`config.mk`:
```
export PLATFORM = sky130hd
export DESIGN_NAME = strobe_arbiter_flat
export DESIGN_NICKNAME = d
export VERILOG_FILES = /design/src/rtl/strobe_arbiter_if.sv /design/src/rtl/strobe_arbiter.sv /design/src/flat_wrapper.sv
export SDC_FILE = /design/constraint.sdc
export NUM_CORES = 1
export LEC_CHECK = 0
export BUFFER_PORTS_ARGS = -buffer_cell sky130_fd_sc_hd__buf_2
export CAP_MARGIN = 20
export CORE_MARGIN = 5
export CORE_UTILIZATION = 30
export CTS_CLUSTER_DIAMETER = 150
export DETAILED_ROUTE_END_ITERATION = 10
export PLACE_DENSITY = 0.55
export SYNTH_ARGS = -nofsm -noshare
export SYNTH_HDL_FRONTEND = slang
export SYNTH_SLANG_ARGS = --single-unit
```
`constraint.sdc`:
```
create_clock -name clk -period 1.65 [get_ports clk]
set_clock_uncertainty 0.1 [all_clocks]
set_input_delay 0.165 -clock clk [delete_from_list [all_inputs] [get_ports clk]]
set_output_delay 0.165 -clock clk [all_outputs]
set_load 0.05 [all_outputs]
```
`src/rtl/strobe_arbiter_if.sv`:
```
// Requester-side bundle of the strobe arbiter: level requests in, one-hot grant,
// single-cycle strobe enable, ack pulse and busy flag out.
interface strobe_arbiter_if #(
  parameter int NREQ = 4
);
  logic [NREQ-1:0] req;
  logic [NREQ-1:0] grant;
  logic            strobe_en;
  logic [NREQ-1:0] ack;
  logic            busy;

  // The arbiter drives grant/strobe/ack/busy; requesters drive req.
  modport master (
    input  req,
    output grant,
    output strobe_en,
    output ack,
    output busy
  );

  modport slave (
    output req,
    input  grant,
    input  strobe_en,
    input  ack,
    input  busy
  );
endinterface

```
`src/rtl/strobe_arbiter.sv`:
```
// Round-robin owner of a shared edge-gated write strobe: grant, settle for HOLD+1
// cycles, one-cycle strobe_en, then ack the winner and rearbitrate.
module strobe_arbiter #(
  parameter int NREQ = 4,
  parameter int HOLD = 0
) (
  input  logic            clk,
  input  logic            rst,
  strobe_arbiter_if.master bus
);

  localparam int         IW       = (NREQ > 1) ? $clog2(NREQ) : 1;
  localparam logic [2:0] HOLD_CNT = 3'(HOLD);

  typedef enum logic [1:0] {
    IDLE  = 2'd0,
    SETUP = 2'd1,
    FIRE  = 2'd2,
    ACK   = 2'd3
  } state_t;

  state_t          state_q;
  logic [NREQ-1:0] grant_q;
  logic [NREQ-1:0] ack_q;
  logic            strobe_q;
  logic            busy_q;
  logic [2:0]      cnt_q;
  logic [IW-1:0]   ptr_q;
  logic [IW-1:0]   win_q;

  logic            pick_vld_d;
  logic [IW-1:0]   pick_idx_d;

  // Search from base+1 upward with wrap; the lowest offset that is requesting wins,
  // so the previous winner (base itself) is tried last.
  function automatic logic [IW:0] rr_pick(input logic [NREQ-1:0] r, input logic [IW-1:0] base);
    logic [IW:0] res;
    int          idx;
    res = '0;
    for (int i = NREQ; i >= 1; i--) begin
      idx = int'(base) + i;
      idx = (idx >= NREQ) ? (idx - NREQ) : idx;
      res = r[idx] ? {1'b1, IW'(idx)} : res;
    end
    return res;
  endfunction

  function automatic logic [NREQ-1:0] onehot(input logic [IW-1:0] i);
    return NREQ'(1'b1) << i;
  endfunction

  // Round-robin candidate for the next grant, based on the last acknowledged owner.
  always_comb begin
    {pick_vld_d, pick_idx_d} = rr_pick(bus.req, ptr_q);
  end

  // Grant/strobe/ack sequencer; every output is a register.
  always_ff @(posedge clk or posedge rst) begin
    if (rst) begin
      state_q  <= IDLE;
      grant_q  <= '0;
      ack_q    <= '0;
      strobe_q <= 1'b0;
      busy_q   <= 1'b0;
      cnt_q    <= 3'd0;
      ptr_q    <= IW'(NREQ - 1);
      win_q    <= '0;
    end else begin
      case (state_q)
        IDLE: begin
          strobe_q <= 1'b0;
          ack_q    <= '0;
          if (pick_vld_d) begin
            state_q <= SETUP;
            win_q   <= pick_idx_d;
            grant_q <= onehot(pick_idx_d);
            busy_q  <= 1'b1;
            cnt_q   <= HOLD_CNT;
          end else begin
            grant_q <= '0;
            busy_q  <= 1'b0;
          end
        end
        SETUP: begin
          if (!bus.req[win_q]) begin
            // Owner withdrew before the strobe: abandon without touching the pointer.
            state_q <= IDLE;
            grant_q <= '0;
            busy_q  <= 1'b0;
          end else if (cnt_q == 3'd0) begin
            state_q  <= FIRE;
            strobe_q <= 1'b1;
          end else begin
            cnt_q <= cnt_q - 3'd1;
          end
        end
        FIRE: begin
          state_q  <= ACK;
          strobe_q <= 1'b0;
          ack_q    <= onehot(win_q);
          ptr_q    <= win_q;
        end
        ACK: begin
          ack_q <= '0;
          if (pick_vld_d) begin
            state_q <= SETUP;
            win_q   <= pick_idx_d;
            grant_q <= onehot(pick_idx_d);
            cnt_q   <= HOLD_CNT;
          end else begin
            state_q <= IDLE;
            grant_q <= '0;
            busy_q  <= 1'b0;
          end
        end
        default: begin
          state_q  <= IDLE;
          grant_q  <= '0;
          ack_q    <= '0;
          strobe_q <= 1'b0;
          busy_q   <= 1'b0;
        end
      endcase
    end
  end

  assign bus.grant     = grant_q;
  assign bus.ack       = ack_q;
  assign bus.strobe_en = strobe_q;
  assign bus.busy      = busy_q;

endmodule

```
`src/flat_wrapper.sv`:
```
// flat-port wrapper written by rule: the top's interface ports become plain ports
module strobe_arbiter_flat 
#(
  parameter int NREQ = 4,
  parameter int HOLD = 0
)
  (clk, rst, bus_req, bus_grant, bus_strobe_en, bus_ack, bus_busy);
  strobe_arbiter_if #(.NREQ(NREQ)) bus_i ();
  input  logic clk;
  input  logic rst;
  input wire logic [$bits(bus_i.req)-1:0] bus_req;
  output wire logic [$bits(bus_i.grant)-1:0] bus_grant;
  output wire logic [$bits(bus_i.strobe_en)-1:0] bus_strobe_en;
  output wire logic [$bits(bus_i.ack)-1:0] bus_ack;
  output wire logic [$bits(bus_i.busy)-1:0] bus_busy;
  assign bus_i.req = bus_req;
  assign bus_grant = bus_i.grant;
  assign bus_strobe_en = bus_i.strobe_en;
  assign bus_ack = bus_i.ack;
  assign bus_busy = bus_i.busy;
  strobe_arbiter #(.NREQ(NREQ), .HOLD(HOLD)) u_core (.clk(clk), .rst(rst), .bus(bus_i));
endmodule
```
Word level (Yosys, flattened, before mapping)
Cells that the tools add are included.

word-level totals
  bits in registers = 19
  bits in latches = 0
  bits in writable memories = 0
  memory bits (read-only) = 0
  memories = 0
  input port bits = 6

cells by class
  divide/modulo/power cells = 0
  shift-type cells = 2
  muxes and demuxes = 42
  $add $sub $neg = 9
  magnitude comparators = 9
  bitwise logic cells = 0
  $mul = 0
  reduce and logical (&&, ||, !) cells = 14
  eq/ne operators = 11

operators by type and width
  kind                   count
  $ge 32x4->1 const B    4
  $lt 32x4->1 const B    4
  $mux 32                4
  $sub 32x4->32 const B  4
  $mux 3                 7
  $pmux 4 s2             2
  $mux 1                 15
  $bmux 1 s2             5
  $mux 4                 2
  $ne 2x1->1 const B     4
  $pmux 2 s4             1
  $shl 1x2->4 const A    2
  $add 2x2->3 const B    2
  $mux 2                 3
  $ne 2x2->1 const B     3
  $pmux 3 s2             1
  $reduce_and 2->1       3
  $reduce_and 3->1       2
  $reduce_bool 2->1      3
  $add 2x3->4 const B    1
  $eq 2x2->1 const B     2
  $reduce_and 4->1       1
  $reduce_or 2->1        2
  $add 2x1->3 const B    1
  other kinds (9)        9

Longest topological paths before layout
  depth after elaboration = 13
  depth in mapped cells = 7
  depth with buffers taken out = 6

Least setup slack after synthesis
Ideal clock, no wire load.

  path type = register to register
  start = reg u_core.state_q[0]
  end = reg u_core.win_q[1]
  path slack = -0.099 ns
  arrival = 1.524 ns
  clock period less this slack = 1.749 ns
  library setup time = 0.125 ns
  path buffers = 1
  cell stages (with the launch flop) = 6
  path through = dfrtp_1 inv_1 ha_1 buf_2 nor2_1 mux2_2

on the way
  longest elaborated chain between the ends = 3
  elaborated cells on any way between the ends = 4
  classes of those cells = eq/ne (1); reduce/logical (3)

RTL lines
  item                                                  line                   RTL
  start: declaration                                    strobe_arbiter.sv:22   state_t state_q;
  start signal: assignment                              strobe_arbiter.sv:60   state_q <= IDLE;
  start signal: assignment                              strobe_arbiter.sv:74   state_q <= SETUP;
  start signal: assignment                              strobe_arbiter.sv:87   state_q <= IDLE;
  $eq 2x2->1 / $logic_not 2->1 (equally long branches)  strobe_arbiter.sv:69   case (state_q)
  $reduce_or 2->1 (no line) *                           n/a
  $reduce_and 2->1 (no line) *                          n/a
  end signal: assignment                                strobe_arbiter.sv:75   win_q <= pick_idx_d;
  end signal: assignment                                strobe_arbiter.sv:107  win_q <= pick_idx_d;
  end: declaration                                      strobe_arbiter.sv:29   logic [IW-1:0] win_q;

Mark *: on every way between the ends. The rest lies on a longest branch, timed or not.
A chain may end at the register's enable or synchronous reset.

Worst setup path in the final report
  start = reg u_core.win_q[1]
  end = reg u_core.state_q[0]

on the way
  longest elaborated chain between the ends = 4
  elaborated cells on any way between the ends = 6
  classes of those cells = eq/ne (1); mux (4); reduce/logical (1)

RTL lines
  item                                                   line                  RTL
  $bmux 1 s2 *                                           strobe_arbiter.sv:85  if (!bus.req[win_q]) begin
  $mux 1 (not written as such) *                         strobe_arbiter.sv:85
  $mux 2 / $ne 3x3->1 (equally long branches)            n/a
  $pmux 2 s4 / $reduce_and 2->1 (equally long branches)  n/a
  end signal: assignment                                 strobe_arbiter.sv:74
  end signal: assignment                                 strobe_arbiter.sv:87
  end signal: assignment                                 strobe_arbiter.sv:91  state_q <= FIRE;

Mark *: on every way between the ends. The rest lies on a longest branch, timed or not. The select of a mux whose other input is x is not followed.

==> metrics.yaml <==
synth.area.top_cells: "dfrtp_1, ha_1, dfstp_2"
worst-path-max-fanout: 8
nNetsFinal: 156
diodes: 0
core_sq_um: 3610
ir_drop_v: 0.000854
worstRegToRegCells: 5
worst_pin_slew_ps: 278
critPathRequiredTime_ps: 1700
end_kind: "flop"
fin_ws_ps: -0.937
vias_per_cell: 5.06
async_flop_share_pct: 100
min_path_type: "in -> async"
fin_crit_ps: 1650
critPathLaunchType: "flop"
drt_first_iter_violations: 19
die_width_um: 70.7
reg2reg_from: "u_core.win_q[1]"
grt_pass1_wl_um: 4400
synth-seq-cells: 19
vias: 957
clock_path_buffers: 2
p_switching_mw: 1.40
netSwitchingFraction_pct: 45.3
status: "complete, but fails checks"
synthToLayoutAreaGrowth_pct: 31.0
cts.sinks: 19
ff2ff_setup_slack_ps: -0.9
slew_viol_final: 0
syn-num-nets: 120
std_cell_rows: 22
grt-ovfl-total: 0
holdWs_ps: 357
cp-startpoint: "u_core.win_q[1]"
start_util_pct: 30.6
finalWirelength_um: 2510
timing.rr.end: "u_core.state_q[0]"
cp_data_arrival_time_ps: 1700
dp_hpwl_um: 1900
grt_use_total_pct: 10.9
slew_headroom_pct: 81.2
synth_area_leader_cell: "dfrtp_1"
dieArea_sq_um: 5000
drt_pass1_iterations: 4
netlist_area_sq_um: 1100
pwr-share-clk_pct: 10.9
cts_tree: "done"
yosysWarnings: 0
finalSetupViolCount: 1
htreeDepth: 1
grt_max_degree: 20
synthTopCellsByCount: "dfrtp_1, ha_1, inv_1, nand2_1, a21oi_1"
synth-edff-count: 0
synth_ff_type: "dfrtp_1"
fmax_mhz: 606
finalCritPeriodShare_pct: 100
insertion_delay_ps: 260
post_dp_cell_area_sq_um: 1360
synth_top_area_share_pct: 38.5
ant_nets: 0
cts.clk_slew.worst_paths_ps: 70
die_height_um: 70.7
avgRoutedWirePerCell_um: 13.3
syn_inst: 106
p_comb_share_pct: 63.4
synth_most_common_cell: "dfrtp_1"
internal_power_mw: 1.69
grt_antenna_before_repair: 0
fin_area_sq_um: 1450
seqPwrFrac_pct: 25.7
violations: "negative setup slack"
ff_latch_area_sq_um: 478
hold_violations: 0
cts-root-buf: "clkbuf_8"
synthDistinctLibCells: 37
multiInputGateArea_sq_um: 613
drv_cap: 0
io_buffers: 15
pre_cts_slack_ps: 8.06
cts_buffers: 3
num-fill-cells: 364
p_leak_nw: 0.670
rsz0062_at_grt: "yes"
top_level_ports: 16
grt_pass1_vias: 955
syn_avg_cell_area_sq_um: 10.4
powerDensity_nw_per_um2: 2130
critical_path_class: "reg -> reg"
route.detailed.drc: 0
gp_congestion: 0.809
seq_area_frac_synth_pct: 43.3
layout-drive-gt1-share_pct: 39.0
max_stage_delay_ps: 550
slowest_stage: "mux4_2"
path_cells: "mux4_2, buf_4, nand3b_4, nand4b_1, o211a_1"
-- what timing repair did --
| action | 4_1_cts | 5_1_grt |
|---|---|---|
| endpoints found under the hold margin | 17 | 0 |
| pin swaps | 0 | 1 |
| setup buffers | 0 | 2 |
| setup endpoints to repair | 1 | 8 |
| resized for setup | 1 | 5 |
| hold buffers | 1 | 0 |
-- power groups by stage --
stage / logic, mW / registers (mW) / clock network [mW]
after floorplan: 0.979 / 1.09 / 0
after global placement: 1.83 / 0.790 / 0
after detailed placement: 1.86 / 0.799 / 0
after CTS: 1.88 / 0.793 / 0.349
after global routing: 2.17 / 0.813 / 0.371
final: 1.95 / 0.793 / 0.336
-- critical path, delay by kind of cell (launching register included) --
kind | cells | cell delay, ps
AO/OA/AOI/OAI | 1 | 140
buffers and inverters | 1 | 170
AND/OR/NAND/NOR | 2 | 210
multiplexers | 1 | 550
flip-flops | 1 | 370
-- cells by family (layout without fill, tap and decap cells) --
group,count (synthesis),after routing,share of synthesized area (%)
and+or+nand+nor,32,32,18.0
AOI/OAI and AO/OA,31,31,19.9
DFF,19,19,43.3
buffers and inverters,11,46,3.85
adders and majority gates,8,8,9.06
muxes,4,4,5.10
xor gates and xnor gates,1,1,0.793
-- worst max-delay path by stage --
stage                               end  cells past startpoint
finish                u_core.state_q[0]                      5
global route        u_core.bus.grant[0]                      4
CTS                 u_core.bus.grant[0]                      4
detailed placement  u_core.bus.grant[1]                      5
global placement    u_core.bus.grant[0]                      4
floorplan               u_core.win_q[1]                      5
-- flip-flops by register name, indices dropped and copies added, names as in the netlist, named ones only --
| register | cells |
|---|---|
| u_core.win_q | 2 |
| u_core.bus.strobe_en | 1 |
| u_core.ptr_q | 2 |
| u_core.bus.ack | 4 |
| u_core.bus.grant | 4 |
| u_core.bus.busy | 1 |
| u_core.cnt_q | 3 |
| u_core.state_q | 1 |
-- per-stage QoR --
stage	total power, mW	instances	util, %	setup TNS [ps]
6_report	3.08	189	40.1	-0.937
5_1_grt	3.35	189	40.1	-184
4_1_cts	3.02	187	39.1	0
3_5_place_dp	2.66	182	37.6	0
3_3_place_gp	2.62	182	37.6	0
2_1_floorplan	2.07	106	-	-25.0
-- layer usage --
layer / global-route usage [%] / share of wire (%)
met1: 13.7 / 45
met3: 2.56 / 4.9
met5: 0 / 0
met2: 17.7 / 48
met4: 5.01 / 1.9
-- final cells by class --
class	instances	share of cell area, %
multi-input combinational	76	42.4
clock inverter	1	0.346
timing repair buffer	34	15.2
inverter	8	2.07
clock buffer	3	2.85
sequential	19	33.0
tap	48	4.15
-- layout by cell type (no fill, tap or decap), drive strengths merged, types with 2 or more instances in the layout --
| cell type | instances |
|---|---|
| nand2 | 8 |
| ha | 8 |
| a22o | 2 |
| and2 | 2 |
| mux2 | 3 |
| nand3 | 3 |
| nor3 | 3 |
| o211ai | 2 |
| nor2 | 6 |
| nor4 | 2 |
| o21ai | 6 |
| inv | 8 |
| dfstp | 2 |
| o2bb2ai | 2 |
| nand2b | 4 |
| o311ai | 2 |
| clkbuf | 3 |
| a21oi | 7 |
| buf | 33 |
| dfrtp | 17 |
Power figures use the tool's default switching activity.
